## config.mk

```make
export PLATFORM = sky130hd
export DESIGN_NAME = loop_ctrl
export DESIGN_NICKNAME = d
export VERILOG_FILES = /design/src/rtl/loop_ctrl.sv
export SDC_FILE = /design/constraint.sdc
export NUM_CORES = 1
export LEC_CHECK = 0
export ABC_CLOCK_PERIOD_IN_PS = 4800
export BUFFER_PORTS_ARGS = -buffer_cell sky130_fd_sc_hd__clkbuf_2
export CORE_ASPECT_RATIO = 0.8
export CORE_UTILIZATION = 45
export CTS_CLUSTER_DIAMETER = 40
export DETAILED_ROUTE_END_ITERATION = 6
export PLACE_DENSITY = 0.8
export SYNTH_ARGS = -nofsm -noshare
export SYNTH_HDL_FRONTEND = slang
export SYNTH_SLANG_ARGS = --single-unit
```

## constraint.sdc

```tcl
create_clock -name CLK -period 4.8 [get_ports CLK]
set_input_delay 0.96 -clock CLK [delete_from_list [all_inputs] [get_ports CLK]]
set_output_delay 0.96 -clock CLK [all_outputs]
set_load 0.005 [all_outputs]
```

## src/rtl/loop_ctrl.sv

```systemverilog
// Three-level nested loop index generator: START latches bounds, first iteration one cycle later.
// STALL holds the indices without issuing; ABORT returns to IDLE without a DONE pulse.
module loop_ctrl #(
  parameter int COUNT_WIDTH = 8
) (
  input  logic                   CLK,
  input  logic                   RESET,
  input  logic                   START,
  input  logic                   ABORT,
  input  logic [COUNT_WIDTH-1:0] MAX0,
  input  logic [COUNT_WIDTH-1:0] MAX1,
  input  logic [COUNT_WIDTH-1:0] MAX2,
  input  logic                   STALL,
  output logic                   VALID,
  output logic [COUNT_WIDTH-1:0] IDX0,
  output logic [COUNT_WIDTH-1:0] IDX1,
  output logic [COUNT_WIDTH-1:0] IDX2,
  output logic                   LAST,
  output logic                   BUSY,
  output logic                   DONE
);

  localparam logic [1:0] S_IDLE = 2'd0;
  localparam logic [1:0] S_RUN  = 2'd1;
  localparam logic [1:0] S_DONE = 2'd2;

  logic [1:0]             state;
  logic [COUNT_WIDTH-1:0] bnd0, bnd1, bnd2;
  logic                   wrap0, wrap1, wrap2;
  logic [COUNT_WIDTH-1:0] nxt0, nxt1, nxt2;

  assign wrap0 = (IDX0 == bnd0);
  assign wrap1 = (IDX1 == bnd1);
  assign wrap2 = (IDX2 == bnd2);

  assign VALID = (state == S_RUN) && !STALL;
  assign LAST  = VALID && wrap0 && wrap1 && wrap2;
  assign BUSY  = (state != S_IDLE);
  assign DONE  = (state == S_DONE);

  // Wrapping to zero is explicit, so an all-ones bound never relies on overflow.
  always_comb begin
    nxt0 = IDX0;
    nxt1 = IDX1;
    nxt2 = IDX2;
    nxt0 = wrap0 ? '0 : IDX0 + COUNT_WIDTH'(1);
    if (wrap0) begin
      nxt1 = wrap1 ? '0 : IDX1 + COUNT_WIDTH'(1);
      if (wrap1)
        nxt2 = wrap2 ? '0 : IDX2 + COUNT_WIDTH'(1);
    end
  end

  always_ff @(posedge CLK) begin
    if (RESET) begin
      state <= S_IDLE;
      IDX0  <= '0;
      IDX1  <= '0;
      IDX2  <= '0;
      bnd0  <= '0;
      bnd1  <= '0;
      bnd2  <= '0;
    end else begin
      case (state)
        S_IDLE: begin
          if (START && !ABORT) begin
            state <= S_RUN;
            bnd0  <= MAX0;
            bnd1  <= MAX1;
            bnd2  <= MAX2;
            IDX0  <= '0;
            IDX1  <= '0;
            IDX2  <= '0;
          end
        end
        S_RUN: begin
          if (ABORT) begin
            state <= S_IDLE;
            IDX0  <= '0;
            IDX1  <= '0;
            IDX2  <= '0;
          end else if (VALID) begin
            // On the last iteration every level wraps, leaving the indices at zero.
            IDX0 <= nxt0;
            IDX1 <= nxt1;
            IDX2 <= nxt2;
            if (LAST)
              state <= S_DONE;
          end
        end
        S_DONE: begin
          state <= S_IDLE;
          IDX0  <= '0;
          IDX1  <= '0;
          IDX2  <= '0;
        end
        default: begin
          state <= S_IDLE;
          IDX0  <= '0;
          IDX1  <= '0;
          IDX2  <= '0;
        end
      endcase
    end
  end

endmodule

```

==> results by group, run 1 <==
Run status
  – Status: complete, no violations

Route
  – DRT iter0 DRCs: 198
  – Antenna Nets Post-Route: 0
  – Drt wl/cell: roughly 14 microns
  – Vias per inst: 5.43
  – WL final: 5.80 mm
  – DRC: 0
  – Vias: between 2000 and 2500
  – Drt pass-1 iters: 4

Power and ir drop
  – Leak: 1.27 nW
  – Worst vdd ir: approximately 130 uV
  – Pwr/cell area: approximately 300 nW/um^2

CTS
  – # hold bufs at CTS: 0
  – Htree depth: 2
  – CTS root buffer: clkbuf_8
  – Clock transition at path regs: ~0.10 ns
  – Setup Fix Bufs, Post-CTS: 0
  – TritonCTS clock tree: done
  – # resized after CTS: 0
  – Clock buffer depth: 2
  – # clock sinks: 50
  – Worst-skew pair later-pin latency: about 0.31 ns
  – TritonCTS Buffers: 5

Timing
  – Rel. slew slack: 0.249
  – Fmax: approximately 330 MHz
  – Final clock skew: between 0.006 and 0.007 ns
  – Worst setup margin: approximately 1.7 ns
  – Pins over their slew limit: 0
  – Tcrit/Tclk final: 0.641
  – RSZ-0062 raised after global routing: no
  – Worst Tran Pin Value: 1.13 ns
  – Fin. Hold Viols: 0
  – Setup TNS: 0 ns
  – Fin crit period: 3.08 ns
  – # setup viols final: 0

Layout
  – Most frequent cells in the layout: nand2_1, clkbuf_2, dfxtp_1
  – Area Growth Syn to Fin: 18.8%
  – Layout cell share with drive strength beyond 1: 0.228
  – Util after Layout: 0.553
  – Final #Nets: ~380
  – Antenna diodes: 0

Setup path
  – Worst flop-to-flop path startpoint: state[0]
  – Critical Path Sink: LAST
  – Critical Path Fanout Max: 7
  – Reg2reg setup slack: 2.44 ns
  – Worst setup SP type: flop
  – CP arrival: 2.12 ns
  – R2r endpoint: IDX0[6]
  – Kind of critical path: reg2out
  – R2R cell count: 4
  – Setup crit end kind: output pin
  – Worst setup path start: IDX2[3]
  – WP data required: between 3 and 4 ns

Global routing
  – Vias in the first global route: 2174
  – Initial antenna violation count: 0
  – GR Overflow Total: 0
  – Gr usage total: 0.206
  – First-pass GRT wire length: 9.85 mm
  – Largest net degree at the start of global routing: 34

Place
  – I/O Buffers: 56
  – Routability Congestion: a little under 0.8
  – Worst slack, placed: between 1.5 and 2 ns
  – Post-DP HPWL: ~4.2 mm

Logic synthesis
  – Seq/Total Area, Yosys: 0.395
  – Seq cells post-synth: 50
  – Yosys warnings: 0
  – Cells after synthesis: approximately 300
  – Share of flip-flops with an asynchronous set or reset: 0
  – Mapped Avg Cell Area: ~8.5 sq um
  – Number of synthesized flops with an enable pin: 0
  – Mapped Nets: 330
  – Cell variety after synth: 48
  – Cell Area, Synth: around 2500 sq um
  – Synth Flop Type: dfxtp_1

Floorplan
  – Die area: between 5000 and 6000 sq um
  – Std cell rows: 24
  – Core footprint: 5440 sq um
  – Die W: 85.9 microns
  – Die Y: about 69 microns
  – Top-Level Pins: 57
  – Starting Density: 0.466

Worst hold path
  – Worst min path class: reg2reg

Run
  – Max-Cap Viols: 0
critical path: stages, from the launching register on:
cell and delay [ns]:
dfxtp_1 0.48, xor2_1 0.10, nor4_1 0.56, nand2_1 0.25, nor3_1 0.27, clkbuf_2 0.16
per-stage QoR:
stage	std cells	hold WS, ns	area [sq um]	power, mW
after CTS	429	0.475	3010	0.909
after detailed placement	421	0.462	2870	0.558
after global placement	421	0.452	2870	0.555
final	429	0.473	3010	0.904
after floorplan	298	0.448	2530	0.525
after global routing	429	0.490	3010	0.940
sequential cells by signal, summed over array words and instances, names as in the netlist:
| name | count |
|---|---|
| IDX1 | 8 |
| state | 2 |
| IDX2 | 8 |
| bnd0 | 8 |
| IDX0 | 8 |
| bnd1 | 8 |
| bnd2 | 8 |
synth_stat cells, drive strengths merged, types with 3 or more instances:
library cell / n / area share
a21oi: 40 / 0.079
or3: 4 / 0.0099
or4: 6 / 0.018
nor4: 7 / 0.041
nor2: 11 / 0.016
clkbuf: 8 / 0.012
inv: 8 / 0.012
dfxtp: 50 / 0.40
xor2: 27 / 0.093
nor3: 4 / 0.0079
o31ai: 7 / 0.021
xnor2: 3 / 0.010
ha: 3 / 0.015
nand3: 8 / 0.016
buf: 5 / 0.011
or3b: 3 / 0.010
nand2b: 4 / 0.0099
nand2: 56 / 0.083
o21ai: 8 / 0.019
nand4: 5 / 0.012
kinds of logic after synthesis:
kind of cell | synth area share
buf+inv | 0.0351
compound gates | 0.175
mux | 0.00395
simple gates | 0.272
xor+xnor | 0.104
fa+ha+maj | 0.0148
flops | 0.395
routing by layer:
metal | routed length, microns | GRT usage
met1 | 2760 | 0.282
met2 | 2590 | 0.325
met3 | 383 | 0.0395
met4 | 65 | 0.0667
met5 | 0 | 0
area by class of cell:
cell class	instances	area, sq um
Fill cell	510	2430
Multi-Input combinational cell	227	1450
Sequential cell	50	1000
Timing Repair Buffer	58	295
Tap cell	78	97.6
Clock buffer	5	68.8
Clock inverter	3	68.8
Inverter	8	30.0
power breakdown:
| part | switching, mW | total, mW | internal, mW | leakage, nW |
|---|---|---|---|---|
| clock network | 0.146 | 0.355 | 0.209 | 0.0683 |
| logic | 0.0673 | 0.110 | 0.0432 | 0.795 |
| registers | 0.0114 | 0.438 | 0.427 | 0.406 |
| total | 0.225 | 0.904 | 0.679 | 1.27 |
worst min path at each step:
stage / end / slack [ns] / from / depth (start not counted)
after global routing: bnd1[2] / 0.49 / bnd1[2] / 2
after floorplan: bnd1[0] / 0.45 / bnd1[0] / 2
after CTS: bnd1[2] / 0.47 / bnd1[2] / 2
after detailed placement: bnd1[2] / 0.46 / bnd1[2] / 2
final: bnd1[2] / 0.47 / bnd1[2] / 2
after global placement: bnd2[1] / 0.45 / bnd2[1] / 2
No activity file was read; power rests on OpenSTA's default activity.
==> inputs of run 2 (changes only) <==
--- a/config.mk
+++ b/config.mk
@@ -5,13 +5,14 @@
 export SDC_FILE = /design/constraint.sdc
 export NUM_CORES = 1
 export LEC_CHECK = 0
-export ABC_CLOCK_PERIOD_IN_PS = 4800
+export ABC_AREA = 1
+export ABC_CLOCK_PERIOD_IN_PS = 2800
 export BUFFER_PORTS_ARGS = -buffer_cell sky130_fd_sc_hd__clkbuf_2
 export CORE_ASPECT_RATIO = 0.8
 export CORE_UTILIZATION = 45
 export CTS_CLUSTER_DIAMETER = 40
 export DETAILED_ROUTE_END_ITERATION = 6
-export PLACE_DENSITY = 0.8
+export PLACE_DENSITY = 0.82
 export SYNTH_ARGS = -nofsm -noshare
 export SYNTH_HDL_FRONTEND = slang
 export SYNTH_SLANG_ARGS = --single-unit
==> constraint.sdc (replaced) <==
create_clock -name CLK -period 2.8 [get_ports CLK]
set_input_delay 0.56 -clock CLK [delete_from_list [all_inputs] [get_ports CLK]]
set_output_delay 0.56 -clock CLK [all_outputs]
set_load 0.005 [all_outputs]
==> results by group, run 2 <==
Global routing
  – First-pass GRT wire length: 11.0 mm (+11%)
  – Initial antenna violation count: 0 (unchanged)
  – Top Usage Layer GRT: met2
  – GR Overflow Total: 0 (unchanged)
  – GRT met1 Usage: 0.305 (+0.0229)
  – Vias in the first global route: 2441 (+12%)
  – Largest net degree at the start of global routing: 39 (+15%)
  – Gr usage total: 0.222 (+0.0159)
  – Met2 usage in global routing: 0.349 (+0.0233)
  – Met3 GRT Util: 0.0449 (+0.00541)

Setup path
  – Worst flop-to-flop path startpoint: state[0]
  – WP data required: 2.24 ns (-1.60 ns)
  – Crit-path max cell delay: 0.52 ns (-0.04 ns)
  – Critical Path Sink: LAST
  – Stages on worst setup path: 8 (+3)
  – Worst setup SP type: flop
  – Worst setup path start: IDX2[3]
  – R2R cell count: 7 (+3)
  – Reg2reg setup slack: 0.83 ns (-1.61 ns)
  – CP delay by family, top: simple AND/OR/NAND/NOR gates
  – Kind of critical path: reg2out
  – CP arrival: 1.89 ns (-0.23 ns)
  – R2r endpoint: bnd0[6]
  – Critical Path Fanout Max: 9 (+2)
  – Critical-path cell list: xnor2_1, nand2_1, nor2_1, nand2_1, nor2_1, nand4_1, inv_1, clkbuf_2
  – Setup crit end kind: output pin
  – Slowest CP cell: dfxtp_1
  – Buf+Inv Stages, Crit Path: 2 (+1)

Place
  – I/O Buffers: 56 (unchanged)
  – Post-DP HPWL: 4.86 mm (+15%)
  – Routability Congestion: 0.887 (+13%)
  – # placed instances: 549 (+30%)

Power and ir drop
  – Worst vdd ir: 300 uV (+130%)
  – Leak: 1.51 nW (+19%)
  – Pwr/cell area: 444 nW/um^2 (+48%)

CTS
  – TritonCTS Buffers: 5 (unchanged)
  – TritonCTS clock tree: done
  – CTS root buffer: clkbuf_8
  – # resized after CTS: 0 (unchanged)
  – # clock sinks: 50 (unchanged)
  – Htree depth: 2 (unchanged)
  – Clock transition at path regs: 0.09 ns (about the same)
  – Clock buffer depth: 2 (unchanged)
  – Worst-skew pair later-pin latency: 0.31 ns (about the same)
  – # hold bufs at CTS: 0 (unchanged)
  – Setup Fix Bufs, Post-CTS: 0 (unchanged)

Timing
  – Tcrit/Tclk final: 0.873
  – Fmax: 409 MHz
  – Fin. Hold Viols: 0 (unchanged)
  – Final clock skew: 0.0112 ns (+0.00454 ns)
  – Rel. slew slack: 0.312 (+0.0627)
  – RSZ-0062 raised after global routing: no
  – Worst Tran Pin Value: 1.03 ns (-0.0952 ns)
  – Fin crit period: approximately 2.4 ns
  – Setup TNS: 0 ns (unchanged)
  – Worst hold slack: 0.472 ns (-0.00188 ns)
  – # setup viols final: 0 (unchanged)
  – Pins over their slew limit: 0 (unchanged)

Floorplan
  – Top-Level Pins: 57 (unchanged)
  – Std cell rows: 24 (unchanged)
  – Starting Density: 0.482 (+0.0162)
  – Die Y: 71.4 microns (+3.3%)
  – Die W: 88.7 microns (+3.3%)
  – Core footprint: 5620 sq um (+3.3%)
  – Die area: 6330 sq um (+6.7%)

Route
  – DRC: 0 (unchanged)
  – Vias per inst: 4.96 (-8.7%)
  – Drt pass-1 iters: 4 (unchanged)
  – Drt wl/cell: 11.8 microns (-13%)
  – Vias: 2756 (+18%)
  – DRT iter0 DRCs: 159 (-20%)
  – Antenna Nets Post-Route: 0 (unchanged)
  – WL final: 6.55 mm (+13%)

Layout
  – Area Growth Syn to Fin: 15.9%
  – Most frequent cells in the layout: nand2_1, nor2_1, inv_1
  – FF/Latch Area: 1000 sq um (unchanged)
  – Layout cell share with drive strength beyond 1: 0.161 (-0.0668)
  – Fillers: 549 (+7.6%)
  – Non-filler cells, final: 556 (+30%)
  – Multi-input logic area: 1440 sq um (-0.69%)
  – Commonest non-fill, non-tap cell in the layout: nand2_1
  – Final #Nets: 510 (+34%)
  – Antenna diodes: 0 (unchanged)

Worst hold path
  – Worst min path class: in2reg

Run
  – Max-Cap Viols: 0 (unchanged)

Logic synthesis
  – Cell variety after synth: 22 (-54%)
  – Mapped Nets: 455 (+38%)
  – Seq/Total Area, Yosys: 0.370 (-0.0256)
  – Area share of the leading cell type in the synthesized netlist: 0.370 (-0.0256)
  – Number of synthesized flops with an enable pin: 0 (unchanged)
  – Area leader, netlist: dfxtp_1
  – Cells after synthesis: 423 (+42%)
  – Synth Flop Type: dfxtp_1
  – Most frequent cells after synthesis: nand2_1, nor2_1, inv_1
  – Cell Area, Synth: 2710 sq um (+6.9%)
  – Top post-synthesis cells by area: dfxtp_1, nand2_1, nor2_1, inv_1, o21ai_0
  – Mapped Avg Cell Area: 6.40 sq um (-25%)
  – Top-count cell post-synth: nand2_1
  – Yosys warnings: 0 (unchanged)
  – Share of flip-flops with an asynchronous set or reset: 0 (unchanged)
  – Seq cells post-synth: 50 (unchanged)

Run status
  – Status: complete, no violations
-- run 2: changes by cell type after synthesis, moves of 10 or more --
cell	delta
a21oi_1	-16
nand2_1	+52
xnor2_1	+10
o21ai_0	+27
xor2_1	-23
nor2_1	+62
inv_1	+51
-- run 2: per-stage QoR --
stage | util | total power, mW | setup WS (ns) | area, sq um
detailed placement | 0.545 | 0.998 | 0.692 | 3060
finish | 0.559 | 1.39 | 0.355 | 3140
global placement | 0.545 | 0.993 | 0.707 | 3060
global route | 0.559 | 1.46 | 0.196 | 3140
CTS | 0.559 | 1.40 | 0.377 | 3140
floorplan | - | 0.927 | 1.08 | 2710
-- run 2: worst register-to-register path, delay by kind of cell, from the launching register on --
kind / cells / cell delay (ns)
compound gates: 2 / 0.37
buf+inv: 3 / 0.97
flops: 1 / 0.38
simple gates: 2 / 0.18
-- run 2: worst min path at each step --
stage	to	start	slack, ns	cells past startpoint
finish	bnd2[3]	MAX2[3]	0.47	3
CTS	bnd2[3]	MAX2[3]	0.46	3
global route	bnd2[4]	MAX2[4]	0.48	3
global placement	bnd0[1]	bnd0[1]	0.45	2
detailed placement	bnd1[1]	bnd1[1]	0.46	2
floorplan	bnd1[7]	bnd1[7]	0.44	2
-- run 2: cell type report --
class | count | area share
clock buffer | 5 | 0.0219
clock inverter | 2 | 0.00319
inverter | 61 | 0.0730
multi-input combinational | 302 | 0.458
sequential | 50 | 0.319
tap | 78 | 0.0311
timing repair buffer | 58 | 0.0941
-- run 2: kinds of logic after synthesis --
logic type / share of synthesized area
AOI/OAI and AO/OA: 0.122
xor gates and xnor gates: 0.0550
adders and majority gates: 0.0139
buffers and inverters: 0.0998
DFF: 0.370
and+or+nand+nor: 0.340
-- run 2: power by group --
group | internal [mW] | switching [mW] | total [mW]
Clock | 0.168 | 0.243 | 0.412
Sequential | 0.740 | 0.0227 | 0.763
Combinational | 0.0772 | 0.142 | 0.220
-- run 2: routing by layer --
layer	part of all wire	up-vias
met1	0.48	1234
met5	0	-
met3	0.065	10
met2	0.44	89
met4	0.014	0
li1	-	1423
